===== config.mk =====
export PLATFORM = sky130hd
export DESIGN_NAME = uart_tx_gen
export DESIGN_NICKNAME = d
export VERILOG_FILES = /design/src/rtl/uart_tx_gen.sv
export SDC_FILE = /design/constraint.sdc
export NUM_CORES = 1
export LEC_CHECK = 0
export BUFFER_PORTS_ARGS = -buffer_cell sky130_fd_sc_hd__buf_2
export CAP_MARGIN = 30
export CELL_PAD_IN_SITES_DETAIL_PLACEMENT = 0
export CELL_PAD_IN_SITES_GLOBAL_PLACEMENT = 1
export CORE_MARGIN = 5
export CORE_UTILIZATION = 50
export DETAILED_ROUTE_END_ITERATION = 8
export PLACE_DENSITY_LB_ADDON = 0.1
export SLEW_MARGIN = 20
export SYNTH_ARGS = -nofsm -noshare
export SYNTH_HDL_FRONTEND = slang
export SYNTH_SLANG_ARGS = --single-unit

===== constraint.sdc =====
create_clock -name clk -period 8.8 [get_ports clk]
set_input_delay 1.32 -clock clk [delete_from_list [all_inputs] [get_ports clk]]
set_output_delay 1.32 -clock clk [all_outputs]
set_load 0.005 [all_outputs]

===== src/rtl/uart_tx_gen.sv =====
// Parametrised UART transmitter with a small TX FIFO and zero-gap back-to-back frames.
// Optional line-break generation is compiled in with `define UART_TX_BREAK_EN.
module uart_tx_gen #(
    parameter int unsigned DATA_W     = 8,
    parameter int unsigned BAUD_DIV   = 2604,
    parameter int unsigned PARITY     = 0,
    parameter int unsigned STOP_BITS  = 1,
    parameter int unsigned FIFO_DEPTH = 4
) (
    input  logic              clk,
    input  logic              rst_n,
`ifdef UART_TX_BREAK_EN
    input  logic              send_break,
`endif
    input  logic              trmt,
    input  logic [DATA_W-1:0] tx_data,
    output logic              TX,
    output logic              tx_done,
    output logic              busy,
    output logic              full
);

    localparam int unsigned SHIFT_W    = DATA_W + 3;
    localparam int unsigned FRAME_BITS = 1 + DATA_W + ((PARITY != 0) ? 1 : 0) + STOP_BITS;
    localparam int unsigned BAUD_W     = $clog2(BAUD_DIV);
    localparam int unsigned BIT_W      = $clog2(FRAME_BITS + 1);
    localparam int unsigned PTR_W      = $clog2(FIFO_DEPTH);
    localparam int unsigned CNT_W      = PTR_W + 1;

    // LOAD is the one-cycle pop/fetch step between IDLE and the first bit of a frame.
    typedef enum logic [1:0] {IDLE, LOAD, SEND} state_t;

    state_t              state, state_next;
    logic [SHIFT_W-1:0]  shift;
    logic [BAUD_W-1:0]   baud_cnt;
    logic [BIT_W-1:0]    bit_cnt;
    logic [DATA_W-1:0]   mem [FIFO_DEPTH];
    logic [PTR_W-1:0]    wr_ptr, rd_ptr;
    logic [CNT_W-1:0]    count, count_next;
    logic [SHIFT_W-1:0]  load_word;
    logic                push, pop, load, set_done, brk_drive;
    logic                shift_tick, last_bit, fifo_empty, par_bit, hold_break;

`ifdef UART_TX_BREAK_EN
    assign hold_break = send_break;
`else
    assign hold_break = 1'b0;
`endif

    assign TX         = shift[0];
    assign fifo_empty = (count == '0);
    assign push       = trmt && !full;
    assign shift_tick = (baud_cnt == BAUD_W'(BAUD_DIV - 1));
    assign last_bit   = shift_tick && (bit_cnt == BIT_W'(FRAME_BITS - 1));
    assign count_next = count + CNT_W'(push) - CNT_W'(pop);

    // Frame image: a trailing fill of ones supplies any stop bit beyond the register width.
    always_comb begin
        par_bit = 1'b1;
        if (PARITY == 1) par_bit = ^mem[rd_ptr];
        else if (PARITY == 2) par_bit = ~^mem[rd_ptr];
        load_word = {1'b1, par_bit, mem[rd_ptr], 1'b0};
    end

    always_ff @(posedge clk or negedge rst_n) begin
        if (!rst_n) state <= IDLE;
        else        state <= state_next;
    end

    always_comb begin
        state_next = state;
        pop        = 1'b0;
        load       = 1'b0;
        set_done   = 1'b0;
        brk_drive  = 1'b0;
        case (state)
            IDLE: begin
                if (hold_break)       brk_drive  = 1'b1;
                else if (!fifo_empty) state_next = LOAD;
            end
            LOAD: begin
                pop        = 1'b1;
                load       = 1'b1;
                state_next = SEND;
            end
            SEND: begin
                if (last_bit) begin
                    if (!fifo_empty && !hold_break) begin
                        pop  = 1'b1;
                        load = 1'b1;
                    end else begin
                        state_next = IDLE;
                        set_done   = fifo_empty;
                    end
                end
            end
            default: state_next = IDLE;
        endcase
    end

    // Shifter and bit timing.
    always_ff @(posedge clk or negedge rst_n) begin
        if (!rst_n) begin
            shift    <= '1;
            baud_cnt <= '0;
            bit_cnt  <= '0;
        end else if (load) begin
            shift    <= load_word;
            baud_cnt <= '0;
            bit_cnt  <= '0;
        end else if (state == SEND) begin
            if (shift_tick) begin
                shift    <= {1'b1, shift[SHIFT_W-1:1]};
                baud_cnt <= '0;
                bit_cnt  <= bit_cnt + BIT_W'(1);
            end else begin
                baud_cnt <= baud_cnt + BAUD_W'(1);
            end
        end else begin
            shift    <= brk_drive ? {{(SHIFT_W-1){1'b1}}, 1'b0} : '1;
            baud_cnt <= '0;
            bit_cnt  <= '0;
        end
    end

    always_ff @(posedge clk) begin
        if (push) mem[wr_ptr] <= tx_data;
    end

    always_ff @(posedge clk or negedge rst_n) begin
        if (!rst_n) begin
            wr_ptr  <= '0;
            rd_ptr  <= '0;
            count   <= '0;
            full    <= 1'b0;
            busy    <= 1'b0;
            tx_done <= 1'b0;
        end else begin
            if (push) wr_ptr <= wr_ptr + PTR_W'(1);
            if (pop)  rd_ptr <= rd_ptr + PTR_W'(1);
            count <= count_next;
            full  <= (count_next == CNT_W'(FIFO_DEPTH));
            busy  <= (state_next != IDLE) || (count_next != '0) || hold_break;
            // An accepted push always beats a completing frame.
            if (push)          tx_done <= 1'b0;
            else if (set_done) tx_done <= 1'b1;
        end
    end

endmodule


==> run_results.csv, run 1 <==
group,metric,value,unit
timing,fin_crit,3500,ps
clocking,cts.sinks,69,
power_and_ir_drop,total_power,1.067,mW
floorplan,die_h,89.70,um
synthesis,async_flop_share,53.62,%
worst_setup_path,worstPathRequired,9010,ps
synthesis,yosysWarnings,0,
clocking,cts-hold-fix-buffers,0,
finish,drive_gt1_share,21.18,%
timing,slew_headroom,44.49,%
timing,hold_violations,0,
clocking,path_clk_slew,80,ps
floorplan,coreArea,6277,um^2
synthesis,synth_edf_count,32,
global_routing,antenna_found_initial,0,
synthesis,synth_cells,234,
worst_setup_path,worstSetupStartpoint,"baud_cnt[6]",
global_routing,grt_pass1_wl,8694,um
hold_path,hp-class,"reg2reg",
synthesis,ys_ff_latch,69,
timing,finalSetupViolations,0,
global_routing,grt_usage,14.45,%
finish,area_growth,11.78,%
timing,max_slew.worst_pin.slew,832.7,ps
worst_setup_path,worst_r2r_path_depth,11,
drt,via_per_inst,5.410,
drt,drtIter0Drc,79,
drt,wl_per_cell,15.19,um
worst_setup_path,timing_worst_setup_path_type,"reg2reg",
synthesis,syn_area,3176,um^2
floorplan,start_util,50.59,%
power_and_ir_drop,leakage,1.450,nW
synthesis,yosysUniqueCellTypes,47,
synthesis,synth_flop_cell,"edfxtp_1",
floorplan,die_area,8045,um^2
worst_setup_path,cp-start-kind,"flip-flop",
clocking,cts-buffers-inserted,9,
timing,rsz0062_at_grt,"no",
drt,wl,5044,um
synthesis,syn_avg_cell_area,13.57,um^2
timing,report.final.slew_viol_count,0,
place,dp_hpwl,3447,um
worst_setup_path,r2r_end,"busy",
clocking,postCtsSetupBuffers,0,
finish,final_cell_mix,"32 x edfxtp_1, 28 x dfrtp_1, 17 x nor2_1",
clocking,cts_tree,"done",
floorplan,chipWidth,89.70,um
timing,period_share,39.77,%
finish,final_common_cell,"edfxtp_1",
worst_setup_path,worstPathArrival,3710,ps
place,gp_congestion,0.7709,
place,dp.cells,316,
worst_setup_path,r2r_start,"baud_cnt[6]",
clocking,cts_buffer_depth,2,
power_and_ir_drop,vdd_drop_max,0.1463,mV
clocking,worstSkewPairLatency,340,ps
finish,antenna_cells,0,
timing,clock.fmax,0.2857,GHz
power_and_ir_drop,p_per_area,300.7,nW/um^2
status,outcome,"complete, no violations",
clocking,htreeDepth,3,
synthesis,syn-num-nets,258,
finish,nNetsFinal,274,
clocking,cts_resized,0,
drt,num_vias,1796,
global_routing,grt_pass1_vias,1783,
drt,drc,0,
timing,fin_worst_skew,9.725,ps
clocking,root_buffer,"clkbuf_8",
global_routing,grt_max_degree,38,
worst_setup_path,rrSetupSlack,5300,ps
worst_setup_path,crit_end,"busy",
worst_setup_path,path_max_fanout,12,
floorplan,core.rowCount,29,
timing,fin_tns_setup,0,ps
synthesis,yosysSeqAreaShare,59.77,%
worst_setup_path,end_kind,"flip-flop",
finish,instances_no_fill,332,
flow_run,maxCapViolCount,0,
place,io_buffers,14,
global_routing,grt-ovfl-total,0,
drt,dr.pass1.iters,4,
floorplan,ios,15,
drt,drtAntennaViolNets,0,
where the power goes:
part | switching, mW | internal [mW] | total (mW)
Clock | 0.122 | 0.190 | 0.312
Combinational | 0.147 | 0.139 | 0.286
Sequential | 0.0529 | 0.417 | 0.470
Total | 0.322 | 0.745 | 1.07
cell type report:
class / instances / area [um^2]
clock buffers: 9 / 123.9
clock inverters: 7 / 121.4
fillers: 530 / 2728
inverters: 13 / 48.80
multi-input cells: 143 / 1191
flip-flops and latches: 69 / 1898
well taps: 77 / 96.34
repair buffers: 14 / 70.07
critical path, stage by stage, from the launching register on:
cell	delay (ps)
dfrtp_1	440
or4b_4	600
nor4_4	520
a21boi_2	270
xnor2_1	230
ha_1	170
inv_1	50
fa_1	370
xor2_1	160
xnor2_1	220
nor3b_1	230
o211ai_1	120
per-stage QoR:
stage / setup slack (ps) / util, % / area, um^2 / hold slack (ps)
after global routing: 5028 / 56.55 / 3550 / 503.2
final: 5300 / 56.55 / 3550 / 499.5
after CTS: 5276 / 56.55 / 3550 / 500.1
after detailed placement: 5304 / 52.64 / 3304 / 488.9
after floorplan: 5616 / - / 3176 / 454.6
after global placement: 5354 / 52.64 / 3304 / 478.9
metal layers:
| metal | part of all wire, % | vias up | track usage, % |
|---|---|---|---|
| met4 | 1.2 | 0 | 6.901 |
| met5 | 0 | - | 0 |
| met1 | 51 | 882 | 20.74 |
| met3 | 2.6 | 6 | 3.285 |
| met2 | 46 | 17 | 20.81 |
| li1 | - | 891 | - |
cell usage after synthesis, types with 3 or more instances:
| cell type | n | area, um^2 |
|---|---|---|
| nand3_1 | 7 | 35.03 |
| nor3_1 | 6 | 30.03 |
| or3_1 | 3 | 18.77 |
| ha_1 | 12 | 150.1 |
| a2bb2oi_1 | 7 | 61.31 |
| xor2_1 | 6 | 52.55 |
| dfstp_2 | 9 | 236.5 |
| inv_1 | 13 | 48.80 |
| clkbuf_1 | 6 | 22.52 |
| a21o_1 | 3 | 22.52 |
| mux2i_1 | 8 | 80.08 |
| xnor2_1 | 11 | 96.34 |
| and2_1 | 5 | 31.28 |
| nand4_1 | 3 | 18.77 |
| o21ai_0 | 3 | 15.01 |
| a21oi_1 | 5 | 25.02 |
| nor2_1 | 17 | 63.81 |
| buf_2 | 3 | 15.01 |
| nand2_1 | 8 | 30.03 |
| mux4_2 | 8 | 180.2 |
| dfrtp_1 | 28 | 700.7 |
| edfxtp_1 | 32 | 960.9 |
logic make-up after synthesis:
| kind of cell | Yosys count | synth area share, % |
|---|---|---|
| simple gates | 66 | 11.82 |
| buf+inv | 22 | 2.719 |
| xor+xnor | 17 | 4.689 |
| compound gates | 31 | 7.447 |
| fa+ha+maj | 13 | 5.358 |
| flops | 69 | 59.77 |
| mux | 16 | 8.195 |
flip-flops by register name, summed over array words and instances, names as in the netlist:
name and flops:
mem 32, baud_cnt 12, bit_cnt 4, shift 9, state 2, count 3, full 1, rd_ptr 2
wr_ptr 2, busy 1, tx_done 1
how the worst min path moves through the flow:
stage                      from           to  slack (ps)  cells after the start
floorplan           baud_cnt[0]  baud_cnt[0]         450                      1
global placement    baud_cnt[0]  baud_cnt[0]         480                      1
detailed placement  baud_cnt[0]  baud_cnt[0]         490                      1
CTS                 baud_cnt[0]  baud_cnt[0]         500                      1
global route        baud_cnt[0]  baud_cnt[0]         500                      1
finish              baud_cnt[0]  baud_cnt[0]         500                      1
(Power assumes the default switching activity.)
==> run 2: changes to the inputs <==
- clock period: 8.8 -> 3.3 ns (I/O delays scaled with it)
==> run 2 against run 1 <==
Compared with the run above: combinational power increased to 2.8 times the previous value; clock power up 130%; via count rose by 2.3%; utilization increased by 0.38 points; clock skew fell by 2.2 ps; worst hold slack got worse by 140 ps; first-iteration DRC count decreased by 1.3%; clock-buffer cell count unchanged; global-route usage rose by 0.94 points; cell area increased by 0.67%; largest power group unchanged; highest routed layer unchanged.
==> run_results.csv, run 2 (same netlist as run 1, synthesis figures left out) <==
group,metric,value,unit
global_routing,grt_pass1_vias,1863,
floorplan,ios,15,
floorplan,die_area,8045,um^2
clocking,root_buffer,"clkbuf_8",
finish,area_growth,12.53,%
timing,finalSetupViolations,0,
clocking,cts_tree,"done",
clocking,cts-buffers-inserted,9,
floorplan,start_util,50.59,%
power_and_ir_drop,p_per_area,775.7,nW/um^2
finish,antenna_cells,0,
worst_setup_path,cp_slowest_cell,"or4b_4",
global_routing,grt_usage,15.40,%
worst_setup_path,critPathBufInv,1,
worst_setup_path,end_kind,"flip-flop",
finish,filler_cell_count,510,
worst_setup_path,worst_path_most_repeated_cell,"xnor2_1",
drt,drtAntennaViolNets,0,
drt,drtIter0Drc,78,
place,io_buffers,14,
finish,final_cell_mix,"32 x edfxtp_1, 28 x dfrtp_1, 17 x nor2_1",
worst_setup_path,path_max_fanout,6,
clocking,path_clk_slew,80,ps
flow_run,maxCapViolCount,0,
drt,dr.pass1.iters,4,
timing,hold_violations,0,
floorplan,die_h,89.70,um
global_routing,grt_pass1_wl,9094,um
floorplan,chipWidth,89.70,um
place,place_ws,230.9,ps
finish,multiInputGateArea,1196,um^2
timing,worst_slack,263.0,ps
finish,postLayoutCellArea,3573,um^2
timing,fin_worst_skew,7.528,ps
worst_setup_path,cpLargestDelayFamily,"simple AND/OR/NAND/NOR gates",
finish,ff_latch_area,1898,um^2
drt,drc,0,
drt,wl,5301,um
power_and_ir_drop,vdd_drop_max,0.4300,mV
place,gp_congestion,0.7223,
finish,drive_gt1_share,22.99,%
clocking,cts_buffer_depth,2,
worst_setup_path,crit_chain,"or4b_4 -> nor4_4 -> a21boi_2 -> xnor2_1 -> ha_1 -> inv_1 -> fa_1 -> xor2_1 -> xnor2_1 -> nor3b_2 -> o211ai_1",
power_and_ir_drop,leakage,1.459,nW
floorplan,coreArea,6277,um^2
status,outcome,"complete, no violations",
global_routing,antenna_found_initial,0,
timing,report.final.slew_viol_count,0,
clocking,worstSkewPairLatency,340,ps
clocking,cts.sinks,69,
floorplan,core.rowCount,29,
timing,rsz0062_at_grt,"no",
finish,largest_register_ffs,32,
drt,num_vias,1837,
finish,regMostFlops,"mem",
drt,via_per_inst,5.435,
worst_setup_path,worstPathRequired,3520,ps
place,dp.cells,320,
timing,clock.fmax,0.3293,GHz
power_and_ir_drop,total_power,2.772,mW
worst_setup_path,cp-start-kind,"flip-flop",
timing,max_slew.worst_pin.slew,608.3,ps
worst_setup_path,worstPathArrival,3260,ps
timing,fin_crit,3037,ps
finish,reg_top3,"mem: 32 flops, baud_cnt: 12 flops, shift: 9 flops",
global_routing,grt_max_degree,38,
worst_setup_path,cpPeakStageDelay,610,ps
finish,final_common_cell,"edfxtp_1",
timing,fin_tns_setup,0,ps
timing,finalHoldWorstSlack,361.0,ps
place,dpl_cell_area,3334,um^2
timing,slew_headroom,59.45,%
finish,instances_no_fill,338,
worst_setup_path,timing_worst_setup_path_type,"reg2reg",
finish,fin_util,56.93,%
drt,wl_per_cell,15.68,um
global_routing,grt-ovfl-total,0,
finish,nNetsFinal,280,
place,dp_hpwl,3525,um
timing,period_share,92.03,%
clocking,htreeDepth,3,
hold_path,hp-class,"in2reg",
run 2: changes by cell type in the layout (fill, tap and decap cells not counted):
| cell | previous run | this run |
|---|---|---|
| clkinv_4 | 2 | 0 |
| nor3b_1 | 1 | 0 |
| buf_4 | 0 | 4 |
| inv_6 | 1 | 4 |
| buf_12 | 0 | 1 |
| dlygate4sd3_1 | 0 | 1 |
| bufinv_16 | 3 | 1 |
| clkinvlp_4 | 0 | 2 |
| nor3b_2 | 0 | 1 |
| clkinv_2 | 1 | 0 |
run 2: final timing paths:
kind / from / endpoint / slack [ps] / depth (start not counted)
setup / recovery: baud_cnt[6] / busy / 260 / 11
hold / removal: tx_data[2] / mem[1][2] / 360 / 1
setup reg to reg: baud_cnt[6] / busy / 260 / 11
hold reg to reg: baud_cnt[0] / baud_cnt[0] / 490 / 1
max in group asynchronous: rst_n / shift[7] / 2290 / 3
min in group asynchronous: rst_n / state[1] / 520 / 2
run 2: area by class of cell:
| cell class | count | area share [%] |
|---|---|---|
| clock buffer | 9 | 3.466 |
| tap | 77 | 2.696 |
| multi-input combinational | 143 | 33.47 |
| timing repair buffer | 20 | 3.641 |
| inverter | 13 | 1.366 |
| sequential | 69 | 53.12 |
| clock inverter | 7 | 2.241 |
run 2: per-layer routing:
layer / up-vias / GRT usage, % / wire, um / share of wire, %
met2: 31 / 22.14 / 2432 / 46
met5: - / 0 / 0 / 0
met1: 891 / 21.41 / 2606 / 49
met3: 8 / 4.653 / 194 / 3.7
met4: 0 / 7.307 / 68 / 1.3
li1: 907 / - / - / -
run 2: power by group:
part,switching [mW],internal [mW]
combinational,0.413,0.394
clock,0.352,0.360
sequential,0.142,1.11
run 2: what timing repair did:
item | CTS | global route
hold buffers | 0 | 1
setup endpoints to repair | 0 | 1
endpoints found under the hold margin | 0 | 5
gates resized for setup | 0 | 1
setup buffers | 0 | 0
run 2: worst reg2reg max path, cell delays in order, from the launching register on:
cell and delay, ps:
dfrtp_1 440, or4b_4 610, nor4_4 330, a21boi_2 100, xnor2_1 150, ha_1 160
inv_1 50, fa_1 370, xor2_1 160, xnor2_1 240, nor3b_2 220, o211ai_1 110
==> run 3: changes to the inputs <==
- CELL_PAD_IN_SITES_DETAIL_PLACEMENT: 0 -> 1
- CELL_PAD_IN_SITES_GLOBAL_PLACEMENT: 1 -> 2
- CORE_UTILIZATION: 50 -> 43
- PLACE_DENSITY: not set -> 0.78
- PLACE_DENSITY_LB_ADDON: 0.1 -> not set
- SLEW_MARGIN: 20 -> 10
==> run 3 against run 2 <==
Compared with the run above: worst hold slack worse by 290 ps; cell count is 7.1% higher; cell area is 1.8% higher; sequential power hardly changed; critical path depth stayed put; sequential cell count stayed put; power is 5.4% higher; combinational power is 11% higher; first-iteration DRC count is 37% lower; global-route usage is 0.23 points lower; critical endpoint unchanged.
==> run_results.csv, run 3 (same netlist as run 1, synthesis figures left out) <==
group,metric,value,unit
status,outcome,"complete, no violations",
timing,report.final.slew_viol_count,0,
drt,drtIter0Drc,49,
floorplan,core.rowCount,31,
worst_setup_path,worstPathArrival,3250,ps
global_routing,grt-ovfl-total,0,
finish,final_cell_mix,"32 x edfxtp_1, 28 x dfrtp_1, 17 x nor2_1",
finish,regMostFlops,"mem",
clocking,cts-buffers-inserted,9,
clocking,root_buffer,"clkbuf_8",
timing,finalSetupViolations,0,
worst_setup_path,worstSetupStartpoint,"baud_cnt[6]",
place,io_buffers,14,
finish,filler_cell_count,756,
floorplan,die_area,9204,um^2
finish,nNetsFinal,282,
finish,ff_latch_area,1898,um^2
worst_setup_path,cpPeakStageDelay,600,ps
drt,drc,0,
worst_setup_path,crit_chain,"or4b_4 -> nor4_4 -> a21boi_2 -> xnor2_1 -> ha_1 -> inv_1 -> fa_1 -> xor2_1 -> xnor2_1 -> nor3b_2 -> o211ai_1",
clocking,cts-hold-fix-buffers,0,
worst_setup_path,worst_path_most_repeated_cell,"xnor2_1",
drt,dr.pass1.iters,4,
place,place_ws,254.0,ps
worst_setup_path,cp_slowest_cell,"or4b_4",
floorplan,ios,15,
worst_setup_path,end_kind,"flip-flop",
global_routing,grt_usage,15.17,%
worst_setup_path,rrSetupSlack,260,ps
drt,drtAntennaViolNets,0,
worst_setup_path,r2r_start,"baud_cnt[6]",
timing,fin_crit,3035,ps
clocking,worstSkewPairLatency,340,ps
drt,via_per_inst,5.155,
clocking,cts.sinks,69,
finish,drive_gt1_share,23.95,%
clocking,htreeDepth,3,
timing,fin_tns_setup,0,ps
finish,fin_util,50.43,%
worst_setup_path,path_max_fanout,6,
finish,antenna_cells,0,
global_routing,grt_pass1_wl,10270,um
place,gp_congestion,0.7229,
floorplan,die_h,95.94,um
worst_setup_path,worstPathRequired,3510,ps
drt,wl,5939,um
global_routing,grt_max_degree,38,
timing,period_share,91.97,%
worst_setup_path,timing_worst_setup_path_type,"reg2reg",
floorplan,chipWidth,95.94,um
timing,max_slew.worst_pin.slew,628.1,ps
timing,hold_violations,0,
worst_setup_path,worst_r2r_path_depth,11,
power_and_ir_drop,p_per_area,802.8,nW/um^2
finish,reg_top3,"mem: 32 flops, baud_cnt: 12 flops, shift: 9 flops",
timing,rsz0062_at_grt,"no",
timing,fin_worst_skew,6.913,ps
timing,clock.fmax,0.3295,GHz
flow_run,maxCapViolCount,0,
floorplan,coreArea,7214,um^2
drt,num_vias,1866,
timing,finalHoldWorstSlack,73.19,ps
hold_path,hp-class,"in2async",
worst_setup_path,cp-start-kind,"flip-flop",
floorplan,start_util,44.02,%
finish,final_common_cell,"edfxtp_1",
finish,largest_register_ffs,32,
clocking,path_clk_slew,80,ps
finish,area_growth,14.58,%
drt,wl_per_cell,16.41,um
timing,slew_headroom,58.13,%
power_and_ir_drop,vdd_drop_max,0.4120,mV
clocking,cts_buffer_depth,2,
place,dp_hpwl,4043,um
clocking,cts_tree,"done",
power_and_ir_drop,leakage,1.480,nW
global_routing,grt_pass1_vias,2011,
timing,worst_slack,265.0,ps
finish,multiInputGateArea,1196,um^2
global_routing,antenna_found_initial,0,
==> run 3: cell types whose count changed in the layout (fill, tap and decap cells not counted) <==
cell and change:
bufinv_16 +1, buf_16 +1, inv_6 -3, clkinv_4 +1
dlygate4sd3_1 -1, buf_12 -1, buf_4 +3, clkinv_2 +1
==> run 3: timing repair <==
action,4_1_cts,5_1_grt
resized for setup,0,1
buffers inserted,0,2
setup endpoints to repair,0,1
==> run 3: power by group <==
group	total (mW)	switching (mW)	internal (mW)
Sequential	1.26	0.151	1.11
Clock	0.759	0.332	0.428
Combinational	0.898	0.445	0.454
Total	2.92	0.928	1.99
==> run 3: worst paths after layout <==
check | endpoint
max reg2reg | busy
min reg2reg | baud_cnt[0]
min in group clk | mem[3][2]
max in group asynchronous | shift[4]
min | rd_ptr[0]
max | busy
==> run 3: through the flow <==
stage,power [mW],cell area (um^2),cells
final,2.921,3638,362
after global routing,3.134,3638,362
after CTS,2.897,3591,359
after detailed placement,2.109,3369,343
after global placement,2.082,3369,343
after floorplan,1.869,3176,234
==> run 3: final cells by class <==
class                   instances  share of cell area [%]
well taps                      99                   3.404
clock inverters                 7                   2.682
inverters                      13                   1.341
multi-input cells             143                   32.87
flip-flops and latches         69                   52.17
clock buffers                   9                   3.404
repair buffers                 22                   4.127
==> run 3: per-layer routing <==
| metal | up-vias | GRT usage (%) | wire length (um) |
|---|---|---|---|
| li1 | 903 | - | - |
| met1 | 939 | 19.33 | 2723 |
| met2 | 17 | 24.32 | 2966 |
| met3 | 7 | 4.222 | 170 |
| met4 | 0 | 6.398 | 78 |
| met5 | - | 0 | 0 |
==> run 3: worst max-delay path, delay by kind of cell (launching register included) <==
kind                       cells  cell delay, ps
buffers and inverters          1              50
xor gates and xnor gates       3             540
and+or+nand+nor                3            1130
adders and majority gates      2             530
AOI/OAI and AO/OA              2             210
DFF                            1             440
